[src/rtl/dcache_mem_stage.sv]
// Direct-mapped, write-through, no-write-allocate data cache for the MEM pipeline stage.
// Defining DCACHE_STATS_EN adds saturating hit_count / miss_count outputs.
module dcache_mem_stage #(
    parameter int unsigned INDEX_BITS = 4,
    parameter int unsigned TAG_BITS   = 32 - 4 - INDEX_BITS
) (
    input  logic         clock,
    input  logic         rst,
    input  logic [31:0]  address,
    input  logic [31:0]  write_data,
    input  logic         memRead,
    input  logic         memWrite,
    input  logic         word,
    output logic [31:0]  read_data,
    output logic         stall,
    output logic         mem_req,
    output logic         mem_we,
    output logic [31:0]  mem_addr,
    output logic [31:0]  mem_wdata,
    output logic [3:0]   mem_be,
    input  logic         mem_ready,
    input  logic [127:0] mem_rdata
`ifdef DCACHE_STATS_EN
    ,
    output logic [31:0]  hit_count,
    output logic [31:0]  miss_count
`endif
);

    localparam int unsigned LINES = 1 << INDEX_BITS;

    typedef logic [3:0][3:0][7:0] line_t;
    typedef enum logic [1:0] {IDLE, REFILL, FILL, WRITE} state_e;

    state_e                state_q, state_d;
    logic [LINES-1:0]      valid_q;
    logic [TAG_BITS-1:0]   tag_q  [LINES];
    line_t                 data_q [LINES];
    line_t                 line_q;
    logic                  wr_done_q, wr_done_d;

    logic                  mem_req_q, mem_req_d;
    logic                  mem_we_q, mem_we_d;
    logic [31:0]           mem_addr_q, mem_addr_d;
    logic [3:0][7:0]       mem_wdata_q, mem_wdata_d;
    logic [3:0]            mem_be_q, mem_be_d;

    logic [INDEX_BITS-1:0] idx;
    logic [TAG_BITS-1:0]   tag;
    logic [1:0]            word_sel;
    logic [1:0]            lane;
    logic                  hit;
    logic                  st_req;
    logic                  ld_req;
    line_t                 cur_line;
    line_t                 merge_line;

    assign idx      = address[3+INDEX_BITS:4];
    assign tag      = address[31:4+INDEX_BITS];
    assign word_sel = address[3:2];
    assign lane     = address[1:0];
    assign cur_line = data_q[idx];
    assign hit      = valid_q[idx] && (tag_q[idx] == tag);

    // The store stays on the inputs for one cycle after WRITE completes while
    // the pipeline advances; wr_done_q keeps it from being issued a second time.
    assign st_req = (state_q == IDLE) && !wr_done_q && memWrite;
    assign ld_req = (state_q == IDLE) && memRead && !memWrite;

    always_ff @(posedge clock or negedge rst) begin
        if (!rst) begin
            state_q <= IDLE;
        end else begin
            state_q <= state_d;
        end
    end

    always_comb begin
        state_d = state_q;
        unique case (state_q)
            IDLE: begin
                if (st_req) begin
                    state_d = WRITE;
                end else if (ld_req && !hit) begin
                    state_d = REFILL;
                end
            end
            REFILL: if (mem_ready) state_d = FILL;
            FILL:   state_d = IDLE;
            WRITE:  if (mem_ready) state_d = IDLE;
            default: state_d = IDLE;
        endcase
    end

    always_comb begin
        stall     = rst && ((state_q != IDLE) || st_req || (ld_req && !hit));
        read_data = '0;
        if (rst && ld_req && hit) begin
            read_data = word ? cur_line[word_sel] : {24'b0, cur_line[word_sel][lane]};
        end
    end

    always_comb begin
        mem_req_d   = mem_req_q;
        mem_we_d    = mem_we_q;
        mem_addr_d  = mem_addr_q;
        mem_wdata_d = mem_wdata_q;
        mem_be_d    = mem_be_q;
        wr_done_d   = (state_q == WRITE) && mem_ready;
        if (state_q == IDLE && state_d == REFILL) begin
            mem_req_d   = 1'b1;
            mem_we_d    = 1'b0;
            mem_addr_d  = {address[31:4], 4'b0};
            mem_wdata_d = '0;
            mem_be_d    = '0;
        end else if (state_q == IDLE && state_d == WRITE) begin
            mem_req_d   = 1'b1;
            mem_we_d    = 1'b1;
            mem_addr_d  = address;
            mem_wdata_d = word ? write_data : {4{write_data[7:0]}};
            mem_be_d    = word ? 4'b1111 : (4'b0001 << lane);
        end else if ((state_q == REFILL || state_q == WRITE) && mem_ready) begin
            mem_req_d   = 1'b0;
            mem_we_d    = 1'b0;
            mem_addr_d  = '0;
            mem_wdata_d = '0;
            mem_be_d    = '0;
        end
    end

    always_comb begin
        merge_line = cur_line;
        for (int unsigned b = 0; b < 4; b++) begin
            if (mem_be_q[b[1:0]]) begin
                merge_line[word_sel][b[1:0]] = mem_wdata_q[b[1:0]];
            end
        end
    end

    always_ff @(posedge clock or negedge rst) begin
        if (!rst) begin
            mem_req_q   <= 1'b0;
            mem_we_q    <= 1'b0;
            mem_addr_q  <= '0;
            mem_wdata_q <= '0;
            mem_be_q    <= '0;
            wr_done_q   <= 1'b0;
            valid_q     <= '0;
            line_q      <= '0;
        end else begin
            mem_req_q   <= mem_req_d;
            mem_we_q    <= mem_we_d;
            mem_addr_q  <= mem_addr_d;
            mem_wdata_q <= mem_wdata_d;
            mem_be_q    <= mem_be_d;
            wr_done_q   <= wr_done_d;
            if (state_q == REFILL && mem_ready) begin
                line_q <= mem_rdata;
            end
            if (state_q == FILL) begin
                valid_q[idx] <= 1'b1;
            end
        end
    end

    // Tag and data arrays need no reset: valid_q alone qualifies them.
    always_ff @(posedge clock) begin
        if (state_q == FILL) begin
            data_q[idx] <= line_q;
            tag_q[idx]  <= tag;
        end else if (state_q == WRITE && mem_ready && hit) begin
            data_q[idx] <= merge_line;
        end
    end

    assign mem_req   = mem_req_q;
    assign mem_we    = mem_we_q;
    assign mem_addr  = mem_addr_q;
    assign mem_wdata = mem_wdata_q;
    assign mem_be    = mem_be_q;

`ifdef DCACHE_STATS_EN
    logic [31:0] hit_cnt_q;
    logic [31:0] miss_cnt_q;
    logic        fill_done_q;

    // The post-refill hit completes a load that already counted as a miss.
    always_ff @(posedge clock or negedge rst) begin
        if (!rst) begin
            hit_cnt_q   <= '0;
            miss_cnt_q  <= '0;
            fill_done_q <= 1'b0;
        end else begin
            fill_done_q <= (state_q == FILL);
            if (ld_req && hit && !fill_done_q && hit_cnt_q != '1) begin
                hit_cnt_q <= hit_cnt_q + 32'd1;
            end
            if (state_q == IDLE && state_d == REFILL && miss_cnt_q != '1) begin
                miss_cnt_q <= miss_cnt_q + 32'd1;
            end
        end
    end

    assign hit_count  = hit_cnt_q;
    assign miss_count = miss_cnt_q;
`endif

endmodule

[config.mk]
export PLATFORM = sky130hd
export DESIGN_NAME = dcache_mem_stage
export DESIGN_NICKNAME = d
export VERILOG_FILES = /design/src/rtl/dcache_mem_stage.sv
export SDC_FILE = /design/constraint.sdc
export NUM_CORES = 2
export LEC_CHECK = 0
export BUFFER_PORTS_ARGS = -buffer_cell sky130_fd_sc_hd__buf_2
export CAP_MARGIN = 10
export CORE_UTILIZATION = 40
export CTS_CLUSTER_DIAMETER = 150
export DETAILED_ROUTE_END_ITERATION = 16
export MAX_ROUTING_LAYER = met4
export SLEW_MARGIN = 10
export SYNTH_ARGS = -nofsm -noshare
export SYNTH_HDL_FRONTEND = slang
export SYNTH_SLANG_ARGS = --single-unit
[constraint.sdc]
create_clock -name clock -period 30.6 [get_ports clock]
set_input_delay 4.59 -clock clock [delete_from_list [all_inputs] [get_ports clock]]
set_output_delay 4.59 -clock clock [all_outputs]
set_load 0.05 [all_outputs]
==> results.sh <==
export IMPL_status="completed"
export IMPL_grt_pass1_vias=51300
export IMPL_cts_sinks=2649
export IMPL_antenna_found_initial=21
export IMPL_synth_seq_cells=2649
export IMPL_drc=0
export IMPL_io_buffer_count=300
export IMPL_cts_made_buffers=297
export IMPL_grt_total_usage=0.219
export IMPL_syn_to_final_growth_pct=14.1
export IMPL_fin_nets=5205
export IMPL_htree_levels=5
export IMPL_regArea_um2=78500
export IMPL_final_setup_skew_ns=0.0738
export IMPL_path_max_fanout=79
export IMPL_setup_tns_ns=0
export IMPL_core_um2=260000
export IMPL_startpoint_type="primary input"
export IMPL_setup_viol=0
export IMPL_clk_path_buf_depth=4
export IMPL_synthTopCellsByCount="edfxtp_1, mux4_2, mux2_2, dfrtp_1, mux2i_1"
export IMPL_path_delay_family="buffers and inverters"
export IMPL_cts_setup_buffers=0
export IMPL_die_y_um=513
export IMPL_r2r_cells=13
export IMPL_fin_crit_sh=0.539
export IMPL_wl_um=280000
export IMPL_drt_iter0_drc=5767
export IMPL_initial_core_util=0.402
export IMPL_ys_warn_count=0
export IMPL_synth_most_common_cell="edfxtp_1"
export IMPL_crit_required_ns=26.01
export IMPL_cts_tree="built"
export IMPL_synth_seq_area_share=0.751
export IMPL_first_pass_iters=5
export IMPL_slowest_delay_ns=0.93
export IMPL_yosys_most_used_dff="edfxtp_1"
export IMPL_max_slew_margin=0.197
export IMPL_leakage_nw=38.8
export IMPL_place_ws_ns=14.10
export IMPL_dp_hpwl_um=154000
export IMPL_slowest_stage="buf_4"
export IMPL_gp_congestion=0.821
export IMPL_grt_max_degree=118
export IMPL_hold_path_class="flip-flop to flip-flop"
export IMPL_netlist_area_um2=105000
export IMPL_cts_root_buffer="clkbuf_16"
export IMPL_async_reset_ff_frac=0.0819
export IMPL_yosys_top_cells_area="edfxtp_1, mux4_2, dfrtp_1"
export IMPL_period_needed_ns=16.49
export IMPL_syn_avg_cell_area_um2=23.0
export IMPL_ir_drop_mv=0.0711
export IMPL_grt_pass1_wl_um=396000
export IMPL_ios=301
export IMPL_layout_drive_gt1_share=0.380
export IMPL_path_depth=13
export IMPL_ys_types=59
export IMPL_num_fill_cells=21500
export IMPL_maxSlewViolCount=0
export IMPL_end_kind="output pin"
export IMPL_hold_violations=0
export IMPL_p_per_area_nw_per_um2=80.3
export IMPL_num_vias=50700
export IMPL_timing_fmax_ghz=0.0607
export IMPL_setup_slack_ns=14.11
export IMPL_synth_top_area_cell="edfxtp_1"
export IMPL_max_cap_violations=0
export IMPL_detail_route_antenna_nets=0
export IMPL_cts_resized=0
export IMPL_cts_hold_buffers=0
export IMPL_clkTransAtPathRegs_ns=0.06
export IMPL_arrival_ns=11.90
export IMPL_wl_per_cell_um=32.5
export IMPL_die_w_um=513
export IMPL_multi_input_area_um2=24900
export IMPL_syn_instance_count=4543
export IMPL_tightest_slew_ns=1.20
export IMPL_crit_type="primary input to output pin"
export IMPL_clkLatencyLatePin_ns=0.94
export IMPL_cpMostUsedCell="buf_4"
export IMPL_synth_edf_count=2432
export IMPL_crit_path_cell_trace="buf_8, buf_4, buf_4, buf_4, buf_4, mux4_2, mux4_2, mux2i_1, mux4_2, a21oi_1, nor2_1, nor3_1, buf_2"
export IMPL_yosys_area_top_type_share=0.699
export IMPL_fp_row_count=187
export IMPL_grt_setup_unrepaired="false"
export IMPL_cp_num_buf_inv=6
export IMPL_syn_nets=4741
export IMPL_viasPerCell=5.88
export IMPL_die_area_um2=263000
export IMPL_min_path_cells=1
export IMPL_grt_ovfl_total=0
[per-stage QoR]
stage | area, um^2 | utilization | std cells | hold slack (ns) | power [mW]
2_1_floorplan | 105000 | - | 4543 | 0.434 | 5.72
6_report | 119000 | 0.459 | 8629 | 0.463 | 9.58
5_1_grt | 119000 | 0.459 | 8627 | 0.469 | 9.88
3_3_place_gp | 110000 | 0.424 | 8110 | 0.444 | 6.26
3_5_place_dp | 110000 | 0.424 | 8110 | 0.447 | 6.32
4_1_cts | 119000 | 0.459 | 8622 | 0.461 | 9.66
[layout make-up]
cell class,count,area share
Antenna cell,7,0.000147
Inverter,8,0.000252
Clock buffer,396,0.0673
Multi-Input combinational cell,1632,0.209
Sequential cell,2649,0.658
Clock inverter,116,0.00822
Tap cell,3402,0.0357
Timing Repair Buffer,419,0.0214
[placed cells by master (no fill, tap or decap), drive strengths merged, types with 37 or more instances in the layout]
master and instances:
a22o 46, a21oi 37, buf 419, mux4 741, clkbuf 396, clkinv 86, dfrtp 217, mux2i 95
edfxtp 2432, mux2 387
[path summary, 6_finish.rpt]
check                                        start                  endpoint  slack (ns)
setup / recovery                        address[5]              read_data[7]       14.11
hold / removal             valid_q[10]$_DFFE_PN0P_   valid_q[10]$_DFFE_PN0P_        0.46
setup reg to reg             tag_q[7][4]$_DFFE_PP_  data_q[12][41]$_DFFE_PP_       24.38
hold reg to reg            valid_q[10]$_DFFE_PN0P_   valid_q[10]$_DFFE_PN0P_        0.46
max in group asynchronous                      rst    line_q[26]$_DFFE_PN0P_       25.41
min in group asynchronous                      rst    line_q[52]$_DFFE_PN0P_        3.60
[state kept, by name (all words and copies together), names as in the netlist]
signal     cells
mem_req        1
mem_addr      32
mem_be         4
line_q       128
mem_we         1
wr_done_q      1
state_q        2
valid_q       16
tag_q        384
mem_wdata     32
data_q      2048
[report_power, final]
group	internal (mW)	leakage, nW	switching (mW)
Combinational	0.439	9.81	0.931
Sequential	4.63	24.6	0.229
Clock	1.96	4.40	1.39
Total	7.03	38.8	2.55
[metal layers]
metal,global-route usage,up-vias,part of all wire
met2,0.348,1923,0.49
met1,0.292,28000,0.41
met5,-,-,0
met3,0.0272,460,0.056
met4,0.0780,0,0.038
li1,-,20300,-
[logic make-up (layout without fill, tap and decap cells)]
group,count (synthesis),count (layout),synth area share
xor+xnor,22,22,0.00184
other cells,0,7,0
flops,2649,2649,0.751
mux,1223,1223,0.211
compound gates,191,191,0.0136
simple gates,196,196,0.0103
buf+inv,262,939,0.0126
(Power assumes the default switching activity.)
